### config.mk
export PLATFORM = sky130hd
export DESIGN_NAME = display_scan_ctrl_flat
export DESIGN_NICKNAME = d
export VERILOG_FILES = /design/src/rtl/display_scan_if.sv /design/src/rtl/display_scan_ctrl.sv /design/src/flat_wrapper.sv
export SDC_FILE = /design/constraint.sdc
export NUM_CORES = 1
export LEC_CHECK = 0
export CAP_MARGIN = 5
export CORE_ASPECT_RATIO = 1.75
export CORE_UTILIZATION = 45
export CTS_BUF_LIST = sky130_fd_sc_hd__clkbuf_4
export CTS_CLUSTER_DIAMETER = 30
export DETAILED_ROUTE_END_ITERATION = 8
export DONT_BUFFER_PORTS = 1
export GPL_TIMING_DRIVEN = 0
export SLEW_MARGIN = 20
export SYNTH_ARGS = -nofsm -noshare
export SYNTH_HDL_FRONTEND = slang
export SYNTH_SLANG_ARGS = --single-unit
export TNS_END_PERCENT = 30
### constraint.sdc
create_clock -name clk -period 8.6 [get_ports clk]
set_input_delay 1.72 -clock clk [delete_from_list [all_inputs] [get_ports clk]]
set_output_delay 1.72 -clock clk [all_outputs]
set_load 0.02 [all_outputs]
### src/rtl/display_scan_if.sv
// Signal bundle between a display scan controller and its host / digit driver.
// The host owns data, load, enable and blank_mask; the controller owns the scan outputs.
interface display_scan_if #(
    parameter int unsigned DIGITS = 8
);
    logic [4*DIGITS-1:0] data;
    logic                load;
    logic                enable;
    logic [DIGITS-1:0]   blank_mask;
    logic [3:0]          digit;
    logic [DIGITS-1:0]   sel;
    logic                frame;
    logic                pending;

    modport master (
        output data, load, enable, blank_mask,
        input  digit, sel, frame, pending
    );

    modport slave (
        input  data, load, enable, blank_mask,
        output digit, sel, frame, pending
    );
endinterface

### src/rtl/display_scan_ctrl.sv
// Time-multiplexed 7-segment scan controller: one nibble per slot, blanking before each
// digit, double-buffered value committed only at frame boundaries.
module display_scan_ctrl #(
    parameter int unsigned DIGITS = 8,
    parameter int unsigned DIV    = 50000,
    parameter int unsigned BLANK  = 16
) (
    input logic           clk,
    input logic           rst_n,
    display_scan_if.slave bus
);
    localparam int unsigned IW = $clog2(DIGITS);
    localparam int unsigned PW = $clog2(DIV);
    localparam int unsigned DW = 4 * DIGITS;

    localparam logic [IW-1:0] IdxMax   = IW'(DIGITS - 1);
    localparam logic [PW-1:0] DivMax   = PW'(DIV - 1);
    localparam logic [PW-1:0] BlankMax = PW'(BLANK - 1);

    typedef enum logic [1:0] {StIdle, StBlank, StShow} state_e;

    state_e          state_q, state_d;
    logic [PW-1:0]   presc_q, presc_d;
    logic [IW-1:0]   index_q, index_d;
    logic [DW-1:0]   shadow_q, shadow_d;
    logic [DW-1:0]   active_q, active_d;
    logic            pending_q, pending_d;
    logic [DIGITS-1:0] sel_q, sel_d;
    logic [3:0]      digit_q, digit_d;
    logic            frame_q, frame_d;
    logic            commit;

    always_ff @(posedge clk or negedge rst_n) begin
        if (!rst_n) begin
            state_q <= StIdle;
            presc_q <= '0;
            index_q <= '0;
        end else begin
            state_q <= state_d;
            presc_q <= presc_d;
            index_q <= index_d;
        end
    end

    always_comb begin
        state_d = state_q;
        presc_d = presc_q;
        index_d = index_q;
        commit  = 1'b0;
        frame_d = 1'b0;
        if (!bus.enable) begin
            state_d = StIdle;
            presc_d = '0;
            index_d = '0;
        end else begin
            unique case (state_q)
                StIdle: begin
                    state_d = StBlank;
                    presc_d = '0;
                    index_d = '0;
                    commit  = 1'b1;
                end
                StBlank: begin
                    presc_d = presc_q + PW'(1);
                    if (presc_q == BlankMax) state_d = StShow;
                end
                StShow: begin
                    if (presc_q == DivMax) begin
                        presc_d = '0;
                        state_d = StBlank;
                        if (index_q == IdxMax) begin
                            index_d = '0;
                            frame_d = 1'b1;
                            commit  = 1'b1;
                        end else begin
                            index_d = index_q + IW'(1);
                        end
                    end else begin
                        presc_d = presc_q + PW'(1);
                    end
                end
                default: state_d = StIdle;
            endcase
        end
    end

    // Outputs decode the next state so they line up with the state register.
    always_comb begin
        shadow_d  = bus.load ? bus.data : shadow_q;
        active_d  = (commit && pending_q) ? shadow_q : active_q;
        pending_d = bus.load ? 1'b1 : (commit ? 1'b0 : pending_q);
        sel_d     = '1;
        digit_d   = '0;
        if (state_d != StIdle) digit_d = active_d[{index_d, 2'b00} +: 4];
        if (state_d == StShow && !bus.blank_mask[index_d]) sel_d[index_d] = 1'b0;
    end

    always_ff @(posedge clk or negedge rst_n) begin
        if (!rst_n) begin
            shadow_q  <= '0;
            active_q  <= '0;
            pending_q <= 1'b0;
            sel_q     <= '1;
            digit_q   <= '0;
            frame_q   <= 1'b0;
        end else begin
            shadow_q  <= shadow_d;
            active_q  <= active_d;
            pending_q <= pending_d;
            sel_q     <= sel_d;
            digit_q   <= digit_d;
            frame_q   <= frame_d;
        end
    end

    assign bus.sel     = sel_q;
    assign bus.digit   = digit_q;
    assign bus.frame   = frame_q;
    assign bus.pending = pending_q;
endmodule
### src/flat_wrapper.sv
// flat-port wrapper written by rule: the top's interface ports become plain ports
module display_scan_ctrl_flat 
#(
    parameter int unsigned DIGITS = 8,
    parameter int unsigned DIV    = 50000,
    parameter int unsigned BLANK  = 16
)
  (clk, rst_n, bus_data, bus_load, bus_enable, bus_blank_mask, bus_digit, bus_sel, bus_frame, bus_pending);
  display_scan_if #(.DIGITS(DIGITS)) bus_i ();
  input logic clk;
  input logic rst_n;
  input wire logic [$bits(bus_i.data)-1:0] bus_data;
  input wire logic [$bits(bus_i.load)-1:0] bus_load;
  input wire logic [$bits(bus_i.enable)-1:0] bus_enable;
  input wire logic [$bits(bus_i.blank_mask)-1:0] bus_blank_mask;
  output wire logic [$bits(bus_i.digit)-1:0] bus_digit;
  output wire logic [$bits(bus_i.sel)-1:0] bus_sel;
  output wire logic [$bits(bus_i.frame)-1:0] bus_frame;
  output wire logic [$bits(bus_i.pending)-1:0] bus_pending;
  assign bus_i.data = bus_data;
  assign bus_i.load = bus_load;
  assign bus_i.enable = bus_enable;
  assign bus_i.blank_mask = bus_blank_mask;
  assign bus_digit = bus_i.digit;
  assign bus_sel = bus_i.sel;
  assign bus_frame = bus_i.frame;
  assign bus_pending = bus_i.pending;
  display_scan_ctrl #(.DIGITS(DIGITS), .DIV(DIV), .BLANK(BLANK)) u_core (.clk(clk), .rst_n(rst_n), .bus(bus_i));
endmodule
==> impl_metrics.toml <==
[status]
status = "completed"

[synth]
syn_area_um2 = 4730
syn-instance-count = 392
synth_fp_nets = 443
ys_seq_area_frac = 0.526
yosys_warnings = 0
ys_async_sr_fraction = 1.00
yosysUniqueCellTypes = 52
synth-seq-cells = 99
synthFlopType = "dfrtp_1"
syn_avg_cell_area_um2 = 12.1
synth_edf_count = 0

[drt]
drt_iter0_drc = 140
wire_per_inst_um = 19.4
viasPerCell = 5.72
postRouteWirelength_um = 10400
ant_nets = 0
vias = 3065
drc = 0
drtPass1Iterations = 5

[setup_path]
cp_slowest_stage_delay_ns = 0.42
critPathCaptureType = "flop"
crit_type = "in -> reg"
crit_top_cell = "clkbuf_1"
cp.arrival_ns = 3.90
critPathLaunchType = "input port"
cp.required_ns = 8.94
path_cells = "clkbuf_1, nand3_1, mux2i_1, a21oi_2, inv_1, clkbuf_1, o31ai_1, o21bai_1, a221oi_1"
path_max_fanout = 10
crit_path_top_delay_cell = "clkbuf_1"

[clock_network]
cts_tree = "done"
cts_buffer_depth = 2
clock_latency_ns = 0.46
clk_pin_slew_worst_paths_ns = 0.15
clock-root-buffer = "clkbuf_4"
h-tree-depth = 3
cts_made_buffers = 9
postCtsHoldBufs = 0
post_cts_resized = 0
cts_setup_buffers = 0
clock_sinks = 99

[run]
maxCapViolations = 0

[global_routing]
grt_pass1_wl_um = 16800
overflow = 0
antenna_found_initial = 1
grt_max_degree = 100
grt_pass1_vias = 3219
grtUsageTotal = 0.209

[timing]
relSlewSlack = 0.315
whs_ns = 0.526
finalSetupViolCount = 0
finalMaxSlewViolations = 0
max_freq_ghz = 0.281
worst_pin_slew_ns = 1.02
min_period_over_period = 0.414
fin_setup_tns_ns = 0
grt_setup_unrepaired = "no"
period_needed_ns = 3.56
hold_viol_final = 0
clock_skew_ns = 0.0203

[die]
io_pins = 58
initial_utilization = 0.462
die_width_um = 79.5
coreArea_um2 = 10200
rows = 49
die-area_um2 = 10900
chipHeight_um = 138

[placed_design]
dpl.hpwl_um = 7710
gp_congestion = 0.835
io_buffer_count = 0

[power_and_ir_drop]
pwr_density_cell_nw_per_um2 = 194
vdd_drop_max_mv = 0.0989
p_leak_nw = 2.24

[cells_and_area]
nets = 454
area_growth_pct = 7.44
nFillCells = 907
layout_common_cells = "dfrtp_1 (91), mux2_2 (64), nand2_1 (32), mux2i_1 (27), nor2_1 (24)"
drive_gt1_frac = 0.267
layout_commonest_cell = "dfrtp_1"

[worst_hold_path]
hold_class = "reg -> reg"
flip-flops by register name, indices dropped and copies added, names as in the netlist:
signal / count
u_core.shadow_q: 32
u_core.presc_q: 16
u_core.bus.digit: 4
u_core.bus.pending: 1
u_core.bus.sel: 8
u_core.state_q: 2
u_core.active_q: 32
u_core.bus.frame: 1
u_core.index_q: 3
cell usage after synthesis (5+ instances only):
| cell type | n | share of area |
|---|---|---|
| nor2_1 | 24 | 0.019 |
| mux2i_1 | 27 | 0.057 |
| and3_1 | 10 | 0.013 |
| nand3_1 | 20 | 0.021 |
| clkbuf_1 | 9 | 0.0071 |
| dfstp_2 | 8 | 0.044 |
| or4_1 | 6 | 0.0095 |
| ha_1 | 7 | 0.019 |
| nand2_1 | 32 | 0.025 |
| inv_1 | 7 | 0.0056 |
| buf_2 | 5 | 0.0053 |
| dfrtp_1 | 91 | 0.48 |
| o21ai_0 | 19 | 0.020 |
| mux2_2 | 64 | 0.15 |
critical path: cells and delay by family:
kind	cells	cell delay [ns]
AO/OA/AOI/OAI	4	0.82
buffers and inverters	3	1.01
multiplexers	1	0.22
AND/OR/NAND/NOR	1	0.14
worst paths after layout:
path	from	to	slack, ns	depth (start not counted)
setup reg to reg	u_core.presc_q[4]$_DFFE_PN0P_	u_core.bus.digit[0]$_DFF_PN0_	5.15	9
hold reg to reg	u_core.active_q[17]$_DFF_PN0_	u_core.active_q[17]$_DFF_PN0_	0.53	1
setup / recovery	bus_enable	u_core.bus.digit[0]$_DFF_PN0_	5.04	9
min in group asynchronous	rst_n	u_core.presc_q[3]$_DFFE_PN0P_	0.93	0
hold / removal	u_core.active_q[17]$_DFF_PN0_	u_core.active_q[17]$_DFF_PN0_	0.53	1
max in group asynchronous	rst_n	u_core.bus.sel[1]$_DFF_PN1_	7.48	0
area by class of cell:
type	count	area (µm²)	share of cell area
clock buffer	9	67.6	0.0133
multi-input combinational	266	2090	0.412
clock inverter	7	123	0.0241
inverter	8	30.0	0.00591
sequential	99	2490	0.490
antenna	1	2.50	0.000493
buffer	19	116	0.0229
tap	127	159	0.0313
per-stage QoR:
stage	power [W]	cell area (µm²)	utilization	worst slack, ns	instances
final	0.000987	5080	0.496	5.04	536
after global routing	0.00103	5080	0.496	4.91	536
after global placement	0.000679	4890	0.477	4.60	519
after floorplan	0.000653	4730	-	5.22	392
after CTS	0.000996	5080	0.496	5.02	535
after detailed placement	0.000687	4890	0.477	4.53	519
report_power, final:
group / internal (W) / total, W / switching (W) / leakage (nW)
sequential: 0.000521 / 0.000557 / 0.0000355 / 1.21
clock: 0.000149 / 0.000311 / 0.000162 / 0.0932
combinational: 0.0000691 / 0.000119 / 0.0000495 / 0.943
total: 0.000740 / 0.000987 / 0.000247 / 2.24
logic make-up (layout without fill, tap and decap cells):
group / Yosys count / count (layout) / synth area share
AND/OR/NAND/NOR: 116 / 116 / 0.125
flip-flops: 99 / 99 / 0.526
multiplexers: 93 / 93 / 0.221
AO/OA/AOI/OAI: 45 / 45 / 0.0691
buffers and inverters: 27 / 43 / 0.0310
adder cells (fa/ha/maj): 7 / 7 / 0.0185
XOR/XNOR: 5 / 5 / 0.00927
other: 0 / 1 / 0
metal layers:
metal	global-route usage	up-vias	routed length [µm]
met4	0.0939	0	332
met1	0.222	1536	3910
met3	0.0556	23	399
li1	-	1440	-
met5	0	-	0
met2	0.377	66	5760
Power figures use the tool's default switching activity.
